$ cat src/rtl/pong_pkg.sv
// Shared pong screen geometry, ball FSM state encoding and small helpers.
package pong_pkg;

   localparam int SCREEN_W    = 1024;
   localparam int SCREEN_H    = 768;
   localparam int BALL_SIZE   = 16;
   localparam int PADDLE_X    = 32;
   localparam int PADDLE_W    = 16;
   localparam int PADDLE_H    = 128;
   localparam int SPEED       = 4;
   localparam int SERVE_DELAY = 60;
   localparam int LIVES       = 3;

   typedef enum logic [2:0] {
      IDLE  = 3'd0,
      SERVE = 3'd1,
      MOVE  = 3'd2,
      MISS  = 3'd3,
      OVER  = 3'd4
   } ball_state_e;

   localparam logic [11:0] BALL_X0     = 12'((SCREEN_W - BALL_SIZE) / 2);
   localparam logic [11:0] BALL_Y0     = 12'((SCREEN_H - BALL_SIZE) / 2);
   localparam logic [11:0] X_MAX       = 12'(SCREEN_W - BALL_SIZE);
   localparam logic [11:0] Y_MAX       = 12'(SCREEN_H - BALL_SIZE);
   localparam logic [11:0] PADDLE_FACE = 12'(PADDLE_X + PADDLE_W);
   localparam logic [11:0] STEP        = 12'(SPEED);
   localparam logic [12:0] BALL_SIZE_13 = 13'(BALL_SIZE);
   localparam logic [12:0] PADDLE_H_13  = 13'(PADDLE_H);
   localparam logic [5:0]  SERVE_LAST  = 6'(SERVE_DELAY - 1);
   localparam logic [1:0]  LIVES_INIT  = 2'(LIVES);

   // Widen a screen coordinate so sums near 4095 cannot wrap.
   function automatic logic [12:0] ext13(input logic [11:0] v);
      return {1'b0, v};
   endfunction

endpackage

$ cat src/rtl/ball_ctl_if.sv
// Ball engine bus: per-frame inputs from timing/mouse, ball state to renderer.
interface ball_ctl_if;
   logic        vblnk_in;
   logic        enable;
   logic [11:0] paddle_y;
   logic [11:0] ball_x;
   logic [11:0] ball_y;
   logic [1:0]  lives;
   logic [7:0]  hits;
   logic        miss;
   logic        game_over;

   modport master (
      output vblnk_in, enable, paddle_y,
      input  ball_x, ball_y, lives, hits, miss, game_over
   );

   modport slave (
      input  vblnk_in, enable, paddle_y,
      output ball_x, ball_y, lives, hits, miss, game_over
   );
endinterface

$ cat src/rtl/ball_ctl_frame_tick.sv
// Frame tick: one-cycle pulse on each rising edge of vertical blank.
module frame_tick (
   input  logic clk,
   input  logic rst,
   input  logic vblnk_in,
   output logic tick
);

   logic vblnk_q;

   // Remember last cycle's vblank level for edge detection.
   always_ff @(posedge clk) begin
      if (!rst) vblnk_q <= 1'b0;
      else      vblnk_q <= vblnk_in;
   end

   assign tick = vblnk_in & ~vblnk_q;

endmodule

$ cat src/rtl/ball_ctl.sv
// Ball physics: per-frame motion, wall/paddle bounces, lives and hit count.
//
// state | meaning
// IDLE  | not in game; ball centred, score cleared
// SERVE | ball held at centre for SERVE_DELAY frames
// MOVE  | ball advances SPEED px per axis each frame
// MISS  | ball left the screen; one cycle to take a life
// OVER  | no lives left; frozen until enable drops
module ball_ctl
   import pong_pkg::*;
(
   input logic       clk,
   input logic       rst,
   ball_ctl_if.slave bus
);

   ball_state_e state, state_nx;
   logic        tick;
   logic [11:0] ball_x, ball_y;
   logic        dx, dy;            // 1 = moving towards larger coordinate
   logic [1:0]  lives;
   logic [7:0]  hits;
   logic [5:0]  serve_cnt;

   logic [11:0] mv_x, mv_y;
   logic        mv_dx, mv_dy, mv_hit, mv_out;
   logic        in_plane, overlap;

   frame_tick u_tick (
      .clk      (clk),
      .rst      (rst),
      .vblnk_in (bus.vblnk_in),
      .tick     (tick)
   );

   // Ball is crossing the paddle face this frame (ball_x >= face guards the subtract).
   assign in_plane = (ball_x >= PADDLE_FACE) &&
                     (ext13(ball_x) - ext13(STEP) <= ext13(PADDLE_FACE));
   assign overlap  = (ext13(ball_y) + BALL_SIZE_13 > ext13(bus.paddle_y)) &&
                     (ext13(ball_y) < ext13(bus.paddle_y) + PADDLE_H_13);

   // Horizontal step: right wall, paddle face, left-edge exit.
   always_comb begin
      mv_x   = ball_x;
      mv_dx  = dx;
      mv_hit = 1'b0;
      mv_out = 1'b0;
      if (dx) begin
         if (ext13(ball_x) + ext13(STEP) >= ext13(X_MAX)) begin
            mv_x  = X_MAX;
            mv_dx = 1'b0;
         end else begin
            mv_x = ball_x + STEP;
         end
      end else if (in_plane && overlap) begin
         mv_x   = PADDLE_FACE;
         mv_dx  = 1'b1;
         mv_hit = 1'b1;
      end else if (ball_x < STEP) begin
         mv_x   = '0;
         mv_out = 1'b1;
      end else begin
         mv_x = ball_x - STEP;
      end
   end

   // Vertical step: bottom and top walls.
   always_comb begin
      mv_y  = ball_y;
      mv_dy = dy;
      if (dy) begin
         if (ext13(ball_y) + ext13(STEP) >= ext13(Y_MAX)) begin
            mv_y  = Y_MAX;
            mv_dy = 1'b0;
         end else begin
            mv_y = ball_y + STEP;
         end
      end else if (ball_y <= STEP) begin
         mv_y  = '0;
         mv_dy = 1'b1;
      end else begin
         mv_y = ball_y - STEP;
      end
   end

   // State register.
   always_ff @(posedge clk) begin
      if (!rst) state <= IDLE;
      else      state <= state_nx;
   end

   // Next-state decode; dropping enable overrides everything.
   always_comb begin
      state_nx = state;
      if (!bus.enable) begin
         state_nx = IDLE;
      end else begin
         case (state)
            IDLE:    state_nx = SERVE;
            SERVE:   if (tick && serve_cnt == SERVE_LAST) state_nx = MOVE;
            MOVE:    if (tick && mv_out) state_nx = MISS;
            MISS:    state_nx = (lives == 2'd1) ? OVER : SERVE;
            OVER:    state_nx = OVER;
            default: state_nx = IDLE;
         endcase
      end
   end

   // Status outputs decoded from state.
   always_comb begin
      bus.miss      = (state == MISS);
      bus.game_over = (state == OVER);
   end

   // Ball position, direction, lives, hits and serve counter.
   always_ff @(posedge clk) begin
      if (!rst || !bus.enable) begin
         ball_x    <= BALL_X0;
         ball_y    <= BALL_Y0;
         dx        <= 1'b1;
         dy        <= 1'b1;
         lives     <= LIVES_INIT;
         hits      <= '0;
         serve_cnt <= '0;
      end else begin
         case (state)
            IDLE: serve_cnt <= '0;
            SERVE: begin
               ball_x <= BALL_X0;
               ball_y <= BALL_Y0;
               if (tick) serve_cnt <= serve_cnt + 6'd1;
            end
            MOVE: begin
               if (tick) begin
                  ball_x <= mv_x;
                  ball_y <= mv_y;
                  dx     <= mv_dx;
                  dy     <= mv_dy;
                  if (mv_hit && hits != 8'hFF) hits <= hits + 8'd1;
               end
            end
            MISS: begin
               lives     <= lives - 2'd1;
               ball_x    <= BALL_X0;
               ball_y    <= BALL_Y0;
               dx        <= 1'b1;
               dy        <= ~dy;
               serve_cnt <= '0;
            end
            default: ;
         endcase
      end
   end

   assign bus.ball_x = ball_x;
   assign bus.ball_y = ball_y;
   assign bus.lives  = lives;
   assign bus.hits   = hits;

endmodule
$ cat src/flat_wrapper.sv
// flat-port wrapper written by rule: the top's interface ports become plain ports
module ball_ctl_flat import pong_pkg::*;
  (clk, rst, bus_vblnk_in, bus_enable, bus_paddle_y, bus_ball_x, bus_ball_y, bus_lives, bus_hits, bus_miss, bus_game_over);
  ball_ctl_if bus_i ();
  input logic clk;
  input logic rst;
  input wire logic [$bits(bus_i.vblnk_in)-1:0] bus_vblnk_in;
  input wire logic [$bits(bus_i.enable)-1:0] bus_enable;
  input wire logic [$bits(bus_i.paddle_y)-1:0] bus_paddle_y;
  output wire logic [$bits(bus_i.ball_x)-1:0] bus_ball_x;
  output wire logic [$bits(bus_i.ball_y)-1:0] bus_ball_y;
  output wire logic [$bits(bus_i.lives)-1:0] bus_lives;
  output wire logic [$bits(bus_i.hits)-1:0] bus_hits;
  output wire logic [$bits(bus_i.miss)-1:0] bus_miss;
  output wire logic [$bits(bus_i.game_over)-1:0] bus_game_over;
  assign bus_i.vblnk_in = bus_vblnk_in;
  assign bus_i.enable = bus_enable;
  assign bus_i.paddle_y = bus_paddle_y;
  assign bus_ball_x = bus_i.ball_x;
  assign bus_ball_y = bus_i.ball_y;
  assign bus_lives = bus_i.lives;
  assign bus_hits = bus_i.hits;
  assign bus_miss = bus_i.miss;
  assign bus_game_over = bus_i.game_over;
  ball_ctl u_core (.clk(clk), .rst(rst), .bus(bus_i));
endmodule
$ cat config.mk
export PLATFORM = sky130hd
export DESIGN_NAME = ball_ctl_flat
export DESIGN_NICKNAME = d
export VERILOG_FILES = /design/src/rtl/pong_pkg.sv /design/src/rtl/ball_ctl_if.sv /design/src/rtl/ball_ctl_frame_tick.sv /design/src/rtl/ball_ctl.sv /design/src/flat_wrapper.sv
export SDC_FILE = /design/constraint.sdc
export NUM_CORES = 1
export LEC_CHECK = 0
export ABC_AREA = 1
export BUFFER_PORTS_ARGS = -buffer_cell sky130_fd_sc_hd__buf_2
export CAP_MARGIN = 20
export CORE_UTILIZATION = 59
export CTS_CLUSTER_DIAMETER = 50
export DETAILED_ROUTE_END_ITERATION = 16
export PLACE_DENSITY = 0.81
export SYNTH_ARGS = -nofsm -noshare
export SYNTH_HDL_FRONTEND = slang
export SYNTH_SLANG_ARGS = --single-unit
$ cat constraint.sdc
create_clock -name clk -period 3.1 [get_ports clk]
set_input_delay 0.62 -clock clk [delete_from_list [all_inputs] [get_ports clk]]
set_output_delay 0.62 -clock clk [all_outputs]
set_load 0.1 [all_outputs]
==> run_results.csv <==
group,metric,value,unit
yosys,synth_top_cell_by_area,"dfxtp_1",
setup_path,critPathArrivalTime,3.02,ns
detailed_routing,routed_wl,9.30,mm
yosys,synth.most_common_cell,"nand2_1",
setup_path,crit_chain,"ha_1, nand2_2, nor2_1, xor2_1, ha_1, nand2_1, nor2_1, nand2_2, nor2_2, nor2_4, nand3_2, nor2_4, nand3_4, nor2_4, nand3_1, nand2_1, nor2_1",
die,die_x,83.0,um
setup_path,critPathMaxFanout,14,
die,rows,29,
yosys,synthSimpleGateAreaFrac,37.4,%
global_route,grt_pass1_wl,15.8,mm
clocking,clockBufferDepth,2,
hold_path,min_path_type,"reg -> reg",
yosys,synth_edf_count,0,
detailed_routing,drtIter0Drc,243,
detailed_routing,drc,0,
detailed_routing,wl_per_cell,12.7,um
sta,fmax,354,MHz
clocking,cts_hold_buf,0,
setup_path,crit_type,"reg -> reg",
setup_path,cpMaxStageDelayCell,"dfxtp_2",
yosys,synthesis.area,3870,sq um
final_layout,diodes,0,
clocking,cts_resized,0,
power_and_ir_drop,power.density,262,nW/um^2
detailed_routing,ant_nets,0,
global_route,grt_pass1_vias,3535,
clocking,clkSinkCount,42,
final_layout,syn2layout_area_growth,8.49,%
place,place_congestion,0.890,
place,dp_hpwl,7.34,mm
global_route,grt_max_degree,17,
setup_path,endpoint_kind,"flop",
final_layout,drive_gt1_share,16.0,%
final_layout,final_nets,701,
clocking,clk-insertion-delay-late,0.29,ns
setup_path,required,3.29,ns
detailed_routing,via_count,3930,
yosys,muxShareOfSynthArea,0,%
die,dieArea,6890,sq um
yosys,synth_top_flop_cell,"dfxtp_1",
die,die_y,83.0,um
detailed_routing,first_pass_iters,6,
setup_path,start_kind,"flop",
power_and_ir_drop,ir_drop,306,uV
global_route,antenna_found_initial,0,
yosys,synth_top_family_by_area,"simple AND/OR/NAND/NOR gates",
sta,finalMaxSlewViolations,0,
clocking,post-cts-setup-buffers,0,
yosys,synth_fa_ha_area_share,9.69,%
clocking,cts_max_level,2,
yosys,synthArstFlopShare,0,%
yosys,synth_cells,613,
final_layout,fillers,604,
sta,tns,0,ns
clocking,cts_tree,"yes",
sta,period_minus_slack,2.82,ns
yosys,synth_common_cells,"nand2_1, inv_1, nor2_1",
sta,hold_viol_final,0,
yosys,ys_seq_elements,42,
yosys,syn_area_per_cell,6.32,sq um
clocking,cts_root_buf,"clkbuf_8",
flow_run,maxCapViolCount,0,
yosys,yosys.area.top_type_share,21.7,%
yosys,synth_compound_gate_area_share,13.0,%
power_and_ir_drop,leakagePower,2.13,nW
global_route,overflow,0,
sta,worst_slew_pin_slew,0.579,ns
yosys,synth_xor_area_share,5.43,%
sta,holdWs,0.498,ns
sta,rsz0062_at_grt,"no",
place,port_buffers,47,
yosys,synth-seq-area-share,21.7,%
die,io_pins,52,
sta,setup_viol,0,
sta,fin_crit_sh,91.0,%
setup_path,r2r_slack,0.28,ns
clocking,cts_buffers,5,
die,core_area,6350,sq um
status,status,"finished, final reports clean",
yosys,ys_top_cells_by_area,"dfxtp_1, nand2_1, ha_1",
sta,finClkSkew,0.00322,ns
detailed_routing,via_per_inst,5.37,
setup_path,cp_slowest_stage_delay,0.43,ns
sta,relSlewSlack,61.3,%
yosys,synth_warnings,0,
global_route,grt_use_total,27.3,%
clocking,clkTransAtPathRegs,0.08,ns
die,start_util,61.0,%
yosys,ys_types,43,
worst max-delay path: cells and delay by family (launching register included):
family | cells | cell delay (ns)
AND/OR/NAND/NOR | 14 | 1.60
adder cells (fa/ha/maj) | 2 | 0.52
flip-flops | 1 | 0.43
XOR/XNOR | 1 | 0.17
routing by layer:
layer	GRT usage (%)	up-vias	wire (um)
met1	36.6	1786	4430
met2	46.3	98	4410
met5	0	-	0
li1	-	2029	-
met3	3.48	17	336
met4	6.74	0	125
logic make-up (layout without fill, tap and decap cells):
family                     Yosys count  count (layout)
xor gates and xnor gates            24              24
adders and majority gates           30              30
and+or+nand+nor                    314             314
other                                1               4
AOI/OAI and AO/OA                   88              88
buffers and inverters              114             153
DFF                                 42              42
layout by cell type (no fill, tap or decap), types with 2 or more instances in the layout:
| cell | count |
|---|---|
| nand4_1 | 9 |
| nand2_1 | 137 |
| a31oi_1 | 2 |
| nor3b_1 | 3 |
| nand3b_1 | 3 |
| buf_2 | 47 |
| clkbuf_8 | 5 |
| o21ai_0 | 25 |
| nand2_2 | 7 |
| a21oi_1 | 36 |
| nand2_4 | 2 |
| o21a_1 | 2 |
| nor2_8 | 2 |
| a21oi_2 | 6 |
| conb_1 | 4 |
| inv_2 | 6 |
| xnor2_1 | 4 |
| nand3_1 | 50 |
| nor2_4 | 5 |
| or2_2 | 2 |
| xor2_1 | 20 |
| o22ai_1 | 2 |
| a211oi_1 | 2 |
| o21bai_1 | 2 |
| dfxtp_2 | 5 |
| inv_1 | 87 |
| buf_4 | 5 |
| clkinv_2 | 2 |
| nor3_1 | 11 |
| nor2_2 | 8 |
| o21ai_1 | 4 |
| nor2_1 | 73 |
| o211ai_1 | 3 |
| ha_1 | 30 |
| dfxtp_1 | 37 |
report_power, final:
part	leakage [nW]	switching, mW	internal, mW	total (mW)
sequential	0.339	0.0107	0.545	0.556
clock	0.0438	0.185	0.151	0.336
combinational	1.75	0.149	0.0620	0.211
total	2.13	0.345	0.758	1.10
registers in the layout, indices dropped and copies added (netlist names):
signal / cells
u_core.bus.ball_x: 10
u_core.serve_cnt: 6
u_core.bus.hits: 8
u_core.dy: 1
u_core.bus.lives: 2
u_core.dx: 1
u_core.state: 3
u_core.bus.ball_y: 10
u_core.u_tick.vblnk_q: 1
per-stage QoR:
| stage | instances | utilization (%) | instance area [sq um] | total power, mW | worst slack (ns) |
|---|---|---|---|---|---|
| 3_3_place_gp | 725 | 64.9 | 4120 | 0.771 | 0.312 |
| 6_report | 732 | 66.2 | 4200 | 1.10 | 0.279 |
| 4_1_cts | 732 | 66.2 | 4200 | 1.11 | 0.292 |
| 2_1_floorplan | 616 | - | 3890 | 0.731 | 0.0524 |
| 5_1_grt | 732 | 66.2 | 4200 | 1.16 | 0.0135 |
| 3_5_place_dp | 725 | 64.9 | 4120 | 0.777 | 0.214 |
layout make-up:
cell class	instances	area, sq um	area share (%)
clock buffer	5	68.8	1.64
clock inverter	2	10.0	0.238
inverter	94	355	8.45
multi-input combinational	460	2550	60.7
sequential	42	847	20.2
tap	77	96.3	2.29
timing repair buffer	52	273	6.49
path summary, 6_finish.rpt:
| path | cells after the start | to | startpoint |
|---|---|---|---|
| setup reg to reg | 17 | u_core.bus.hits[6] | u_core.bus.ball_y[4] |
| hold reg to reg | 2 | u_core.serve_cnt[5] | u_core.serve_cnt[5] |
| hold / removal | 2 | u_core.serve_cnt[5] | u_core.serve_cnt[5] |
| setup / recovery | 17 | u_core.bus.hits[6] | u_core.bus.ball_y[4] |
(Power assumes the default switching activity.)
